$ cat src/rtl/time_keeper.sv
// BCD time-of-day keeper: HH:MM:SS counter with digit-wise time setting,
// a seconds-since-midnight readout and minute/day rollover pulses.
module time_keeper (
    input  logic        clk_out,
    input  logic        rst,
    input  logic        en,
    input  logic        load,
    input  logic [2:0]  select,
    input  logic [3:0]  loadin,
    output logic [3:0]  h1,
    output logic [3:0]  h2,
    output logic [3:0]  m1,
    output logic [3:0]  m2,
    output logic [3:0]  s1,
    output logic [3:0]  s2,
    output logic [16:0] sec_cnt,
    output logic        min_tick,
    output logic        day_wrap
);

    logic [3:0]  h1_q, h2_q, m1_q, m2_q, s1_q, s2_q;
    logic [3:0]  h1_d, h2_d, m1_d, m2_d, s1_d, s2_d;
    logic [16:0] sec_cnt_q, sec_cnt_d;
    logic        min_tick_q, min_tick_d;
    logic        day_wrap_q, day_wrap_d;

    logic        count;
    logic        sec_wrap;
    logic        hour_carry;
    logic        day_end;

    assign count      = en && !load;
    assign sec_wrap   = (s1_q == 4'd5) && (s2_q == 4'd9);
    assign hour_carry = sec_wrap && (m1_q == 4'd5) && (m2_q == 4'd9);
    assign day_end    = hour_carry && (h1_q == 4'd2) && (h2_q == 4'd3);

    // Next-state digits: either a validated digit write, a one-second advance, or hold.
    always_comb begin
        h1_d = h1_q;
        h2_d = h2_q;
        m1_d = m1_q;
        m2_d = m2_q;
        s1_d = s1_q;
        s2_d = s2_q;
        min_tick_d = 1'b0;
        day_wrap_d = 1'b0;

        if (load) begin
            // Each write is range-checked against what the digit may legally hold;
            // the h2 limit depends on the current tens-of-hours digit.
            unique case (select)
                3'b000: if (loadin <= 4'd9) s2_d = loadin;
                3'b001: if (loadin <= 4'd5) s1_d = loadin;
                3'b010: if (loadin <= 4'd9) m2_d = loadin;
                3'b011: if (loadin <= 4'd5) m1_d = loadin;
                3'b100: begin
                    if ((h1_q < 4'd2 && loadin <= 4'd9) || (h1_q == 4'd2 && loadin <= 4'd3))
                        h2_d = loadin;
                end
                3'b101: begin
                    if (loadin <= 4'd2) begin
                        h1_d = loadin;
                        // Moving into the 20s must not leave an hour like 27.
                        if (loadin == 4'd2 && h2_q > 4'd3)
                            h2_d = 4'd0;
                    end
                end
                default: ;
            endcase
        end else if (en) begin
            min_tick_d = sec_wrap;
            day_wrap_d = day_end;

            if (s2_q == 4'd9) begin
                s2_d = 4'd0;
                if (s1_q == 4'd5) begin
                    s1_d = 4'd0;
                    if (m2_q == 4'd9) begin
                        m2_d = 4'd0;
                        if (m1_q == 4'd5) begin
                            m1_d = 4'd0;
                            if (h1_q == 4'd2 && h2_q == 4'd3) begin
                                h1_d = 4'd0;
                                h2_d = 4'd0;
                            end else if (h2_q == 4'd9) begin
                                h1_d = h1_q + 4'd1;
                                h2_d = 4'd0;
                            end else begin
                                h2_d = h2_q + 4'd1;
                            end
                        end else begin
                            m1_d = m1_q + 4'd1;
                        end
                    end else begin
                        m2_d = m2_q + 4'd1;
                    end
                end else begin
                    s1_d = s1_q + 4'd1;
                end
            end else begin
                s2_d = s2_q + 4'd1;
            end
        end
    end

    // Seconds-since-midnight of the digits currently held; registered so it lags by one edge.
    always_comb begin
        sec_cnt_d = {13'd0, h1_q} * 17'd36000
                  + {13'd0, h2_q} * 17'd3600
                  + {13'd0, m1_q} * 17'd600
                  + {13'd0, m2_q} * 17'd60
                  + {13'd0, s1_q} * 17'd10
                  + {13'd0, s2_q};
    end

    // State registers; reset overrides both loading and counting.
    always_ff @(posedge clk_out) begin
        if (rst) begin
            h1_q       <= 4'd0;
            h2_q       <= 4'd0;
            m1_q       <= 4'd0;
            m2_q       <= 4'd0;
            s1_q       <= 4'd0;
            s2_q       <= 4'd0;
            sec_cnt_q  <= 17'd0;
            min_tick_q <= 1'b0;
            day_wrap_q <= 1'b0;
        end else begin
            h1_q       <= h1_d;
            h2_q       <= h2_d;
            m1_q       <= m1_d;
            m2_q       <= m2_d;
            s1_q       <= s1_d;
            s2_q       <= s2_d;
            sec_cnt_q  <= sec_cnt_d;
            min_tick_q <= min_tick_d;
            day_wrap_q <= day_wrap_d;
        end
    end

    assign h1       = h1_q;
    assign h2       = h2_q;
    assign m1       = m1_q;
    assign m2       = m2_q;
    assign s1       = s1_q;
    assign s2       = s2_q;
    assign sec_cnt  = sec_cnt_q;
    assign min_tick = min_tick_q;
    assign day_wrap = day_wrap_q;

endmodule

$ cat config.mk
export PLATFORM = sky130hd
export DESIGN_NAME = time_keeper
export DESIGN_NICKNAME = d
export VERILOG_FILES = /design/src/rtl/time_keeper.sv
export SDC_FILE = /design/constraint.sdc
export NUM_CORES = 1
export LEC_CHECK = 0
export BUFFER_PORTS_ARGS = -buffer_cell sky130_fd_sc_hd__buf_2
export CELL_PAD_IN_SITES_DETAIL_PLACEMENT = 0
export CELL_PAD_IN_SITES_GLOBAL_PLACEMENT = 1
export CORE_MARGIN = 5
export CORE_UTILIZATION = 50
export DETAILED_ROUTE_END_ITERATION = 7
export HOLD_SLACK_MARGIN = 0.1
export MAX_ROUTING_LAYER = met4
export PLACE_DENSITY_LB_ADDON = 0.1
export SETUP_SLACK_MARGIN = 0.2
export SLEW_MARGIN = 5
export SYNTH_ARGS = -nofsm -noshare
export SYNTH_HDL_FRONTEND = slang
export SYNTH_SLANG_ARGS = --single-unit
$ cat constraint.sdc
create_clock -name clk_out -period 9.8 [get_ports clk_out]
set_input_delay 0.49 -clock clk_out [delete_from_list [all_inputs] [get_ports clk_out]]
set_output_delay 0.49 -clock clk_out [all_outputs]
set_load 0.02 [all_outputs]
# Word-level counts from Yosys, hierarchy flattened
# Cells that the tools add are included.
# totals
register_bits	43
latch_bits	0
ramBits	0
rom_bits	0
in_bits	11
out_inout_bits	43
n_memories	0
# classes
n_addsub	11
multipliers	5
div	0
magnitude_cmp	6
eq_ne	25
shift	0
muxes	46
bitwise_logic	1
n_reduce_logical	24
# ops
op	n
2-to-1 mux 4 bit	45
adder 4 x 1 -> 4 bit (second input constant)	6
adder 17 x 10 -> 17 bit	1
adder 17 x 14 -> 17 bit	1
adder 17 x 16 -> 17 bit	1
adder 17 x 4 -> 17 bit	1
adder 17 x 8 -> 17 bit	1
!= test 2 x 1 -> 1 bit (second input constant)	8
equality test 4 x 2 -> 1 bit (second input constant)	3
equality test 4 bit (second input constant)	3
multiplier 4 x 11 -> 12 bit (second input constant)	1
multiplier 4 x 8 -> 12 bit (second input constant)	1
multiplier 4 x 7 -> 11 bit (second input constant)	1
nonzero test 2 bit	5
logical AND 1 bit	9
!= test 3 bit (second input constant)	3
AND reduction 9 bit	1
equality test 4 x 3 -> 1 bit (second input constant)	2
<= comparator 4 x 2 -> 1 bit (second input constant)	2
multiplier 4 x 4 -> 8 bit (second input constant)	1
case mux 4 bit (2 select lines)	1
AND reduction 8 bit	1
multiplier 4 x 3 -> 7 bit (second input constant)	1
equality test 3 x 2 -> 1 bit (second input constant)	2
16 further kinds	17

# Depth between registers and ports, before layout
# depth
ltp_word	9
depth_mapped	20

# Worst setup path after synthesis
# OpenSTA, ideal clock, no wires.
# synth_path
kind	reg2reg
startpoint	register m2_q[0] (netlist: m2[0])
endpoint	register sec_cnt_q[15] (netlist: sec_cnt[15])
arrival_time_ps	4684
required_ps	9679
path_slack_ps	4996
stages_incl_launch_ff	19
period_less_slack_ps	4804
cell_sequence	dfxtp_1 > fa_1 > inv_1 > fa_1 > inv_1 > ha_1 > a21o_1 > a21oi_1 > xnor2_1 > fa_1 > inv_1 > fa_1 > inv_1 > ha_1 > o21ai_0 > o21ai_0 > nand2_1 > a22oi_1 > mux2_2
# synth_via
elab_chain_cells	4
# synth_rtl
item	line_no	rtl
start, declared	21	logic [3:0] h1_q, h2_q, m1_q, m2_q, s1_q, s2_q;
start signal, assigned	132	m2_q <= m2_d;
multiplier 4 x 4 -> 8 bit	111	+ {13'd0, m2_q} * 17'd60
adder 17 x 10 -> 17 bit	111	
adder 17 x 8 -> 17 bit	112	+ {13'd0, s1_q} * 17'd10
adder 17 x 4 -> 17 bit	113	+ {13'd0, s2_q};
end signal, assigned	135	sec_cnt_q <= sec_cnt_d;
end, declared	23	logic [16:0] sec_cnt_q, sec_cnt_d;
# Every way passes these cells.
# A chain may end at the register's enable or synchronous reset.

# Worst setup path after layout
# Ends and elaborated chain as after synthesis.

==> flow_metrics.env <==
export IMPL_dpl_cell_count=723
export IMPL_relSlewSlack=0.3729
export IMPL_multi_input_area_sq_um=3694
export IMPL_drt_pass1_iter_count=4
export IMPL_synth_top_family_by_area="adder cells"
export IMPL_synthDistinctLibCells=57
export IMPL_numCtsBuffers=5
export IMPL_muxShareOfSynthArea=0.002312
export IMPL_worstPathRequired_ns=10.00
export IMPL_drive_above_1_share=0.1171
export IMPL_cts_sinks=43
export IMPL_layoutNonFillerInstCount=731
export IMPL_async_flop_share=0
export IMPL_tritoncts="done"
export IMPL_routabilityCongestion=0.8872
export IMPL_antenna_found_initial=0
export IMPL_seqCellArea_sq_um=860.8
export IMPL_ff2ff_setup_slack_ns=4.71
export IMPL_die_h_um=108.7
export IMPL_synth_area_per_cell_sq_um=8.903
export IMPL_setup_tns_ns=0
export IMPL_synthToLayoutAreaGrowth_pct=10.25
export IMPL_clockBufferDepth=2
export IMPL_rr_worst_depth=18
export IMPL_wl_per_cell_um=16.25
export IMPL_min_to="s2[3]"
export IMPL_maxSlewViolCount=0
export IMPL_p_per_area_nw_per_um2=74.57
export IMPL_critical_path_cell_chain="fa_1 > inv_1 > fa_1 > inv_1 > ha_1 > a21o_1 > a21oi_1 > xnor2_1 > fa_1 > inv_1 > fa_1 > inv_1 > ha_1 > o21ai_0 > o21ai_0 > nand2_1 > a22oi_1 > mux2_2"
export IMPL_arrival_ns=5.29
export IMPL_timing_rr_start="m2[0]"
export IMPL_finalSetupViolations=0
export IMPL_track_usage=0.2202
export IMPL_coreArea_sq_um=9639
export IMPL_crit_family="adder cells"
export IMPL_r2r_end="sec_cnt[15]"
export IMPL_synth_top_flop_cell="dfxtp_1"
export IMPL_grt_pass1_vias=4027
export IMPL_grt_max_degree=46
export IMPL_finalCritPeriodShare=0.5195
export IMPL_rsz0062_at_grt="no"
export IMPL_die_area_sq_um=11810
export IMPL_die_w_um=108.7
export IMPL_final_net_count=739
export IMPL_drtIter0Drc=177
export IMPL_n_antenna_cell=0
export IMPL_yosys_area_share_simple=0.1226
export IMPL_vdd_drop_max_mv=0.04346
export IMPL_cp_num_buf_inv=4
export IMPL_drt_total_wl_um=11880
export IMPL_hold_buffers=0
export IMPL_h_tree_depth=2
export IMPL_ys_warn_count=0
export IMPL_hold_depth=2
export IMPL_grt_pass1_wl_um=20000
export IMPL_path_class="reg2reg"
export IMPL_n_fill_cell=943
export IMPL_synth_compound_area_share=0.1955
export IMPL_synth_seq_area_share=0.1768
export IMPL_crit_path_max_fanout=9
export IMPL_grt_overflow_total=0
export IMPL_hold_path_class="reg2reg"
export IMPL_syn_area_sq_um=4870
export IMPL_startpoint_type="flip-flop"
export IMPL_tightest_slew_ns=0.9406
export IMPL_power_leakage_nw=2.962
export IMPL_initial_core_util=0.5052
export IMPL_synthesis_nets=689
export IMPL_synthXorXnorAreaFrac=0.05216
export IMPL_dr_total_vias=4094
export IMPL_clk_pin_slew_ns=0.10
export IMPL_synthCells=547
export IMPL_dpl_hpwl_um=9371
export IMPL_drc=0
export IMPL_synth_edf_count=0
export IMPL_io_pins=54
export IMPL_final_min_clock_period_ns=5.091
export IMPL_fmax_mhz=196.4
export IMPL_run_status="finished clean"
export IMPL_port_buffers=53
export IMPL_critPathMaxStageDelay_ns=0.61
export IMPL_finalHoldViolations=0
export IMPL_hp_start="s2[3]"
export IMPL_synth_fa_ha_area_frac=0.3859
export IMPL_cts_resized_gates=0
export IMPL_fin_skew_ns=0.01088
export IMPL_insertion_delay_ns=0.31
export IMPL_worstSetupEndpointType="flip-flop"
export IMPL_ant_nets=0
export IMPL_ys_ff_latch=43
export IMPL_ctsRootBufferMaster="clkbuf_8"
export IMPL_drv_cap=0
export IMPL_rows=36
export IMPL_via_per_inst=5.601
export IMPL_crit_slowest_cell="fa_1"
export IMPL_post_cts_buffers=0
==> cell type report <==
class,count,area share
inverter,72,0.05034
sequential,43,0.1603
clock buffer,5,0.01282
clock inverter,3,0.008157
multi-input combinational,422,0.6880
tap,133,0.03100
timing repair buffer,53,0.04941
==> kinds of logic (layout without fill, tap and decap cells) <==
kind of cell / count (synthesis) / after routing
AOI/OAI and AO/OA: 147 / 147
xor gates and xnor gates: 29 / 29
adders and majority gates: 131 / 131
buffers and inverters: 82 / 133
DFF: 43 / 43
muxes: 1 / 1
and+or+nand+nor: 114 / 114
==> through the flow <==
step	power (mW)	worst slack (ns)	hold WS, ns	area, sq um	util
5_1_grt	0.4224	4.341	0.6189	5369	0.5570
6_report	0.4003	4.709	0.5842	5369	0.5570
4_1_cts	0.4071	4.686	0.5858	5369	0.5570
3_5_place_dp	0.2574	4.702	0.5593	5256	0.5453
2_1_floorplan	0.2356	4.996	0.5154	4870	-
3_3_place_gp	0.2570	4.800	0.5361	5256	0.5453
==> layout by cell type, fill, tap and decap left out, types with 18 or more instances in the layout <==
| master | count |
|---|---|
| nand2_1 | 30 |
| xnor2_1 | 18 |
| inv_1 | 72 |
| a21o_1 | 18 |
| a21oi_1 | 34 |
| fa_1 | 32 |
| ha_1 | 99 |
| nor2_1 | 30 |
| dfxtp_1 | 43 |
| o21ai_0 | 34 |
| buf_2 | 53 |
==> cell usage after synthesis (3+ instances only) <==
| cell type | instances | area [sq um] |
|---|---|---|
| nor3b_1 | 3 | 22.52 |
| xor2_1 | 11 | 96.34 |
| o21bai_1 | 7 | 52.55 |
| nor2_1 | 30 | 112.6 |
| a311oi_1 | 6 | 52.55 |
| nand4_1 | 4 | 25.02 |
| ha_1 | 99 | 1239 |
| fa_1 | 32 | 640.6 |
| or2_2 | 3 | 18.77 |
| nor3_1 | 6 | 30.03 |
| o21ai_0 | 34 | 170.2 |
| o22ai_1 | 4 | 25.02 |
| nor4_1 | 5 | 31.28 |
| nor2b_1 | 10 | 62.56 |
| nand2_1 | 30 | 112.6 |
| o31ai_1 | 4 | 30.03 |
| a22oi_1 | 4 | 30.03 |
| inv_1 | 72 | 270.3 |
| a211oi_1 | 12 | 90.09 |
| dfxtp_1 | 43 | 860.8 |
| a21o_1 | 18 | 135.1 |
| o21a_1 | 6 | 45.04 |
| clkbuf_1 | 6 | 22.52 |
| a21oi_1 | 34 | 170.2 |
| nand3_1 | 6 | 30.03 |
| a31oi_1 | 4 | 25.02 |
| xnor2_1 | 18 | 157.7 |
==> layer usage <==
metal,global-route usage,part of all wire
met5,-,0
met4,0.04959,0.012
met3,0.03079,0.038
met2,0.3327,0.45
met1,0.3143,0.50
==> flip-flops by register name (all words and copies together) (netlist names) <==
| name | cells |
|---|---|
| sec_cnt | 17 |
| day_wrap | 1 |
| m1 | 4 |
| h1 | 4 |
| m2 | 4 |
| s1 | 4 |
| s2 | 4 |
| h2 | 4 |
| min_tick | 1 |
==> how the worst max path moves through the flow <==
stage	from	to	slack, ns	depth (start not counted)
2_1_floorplan	m2[0]	sec_cnt[15]	5.00	18
3_3_place_gp	m2[0]	sec_cnt[16]	4.80	18
3_5_place_dp	m2[0]	sec_cnt[15]	4.70	18
4_1_cts	m2[0]	sec_cnt[15]	4.69	18
5_1_grt	m2[0]	sec_cnt[14]	4.34	18
6_report	m2[0]	sec_cnt[15]	4.71	18
==> tightest hold or removal path, delay by kind of cell, from the launching register on <==
kind / cells / cell delay, ns
flip-flops: 1 / 0.39
AO/OA/AOI/OAI: 1 / 0.09
AND/OR/NAND/NOR: 1 / 0.08
==> report_power, final <==
part           switching [mW]  internal, mW
sequential            0.00543         0.179
clock                  0.0707        0.0761
combinational          0.0439        0.0249
total                   0.120         0.280
Note: power is estimated with default switching activity, not from simulation.
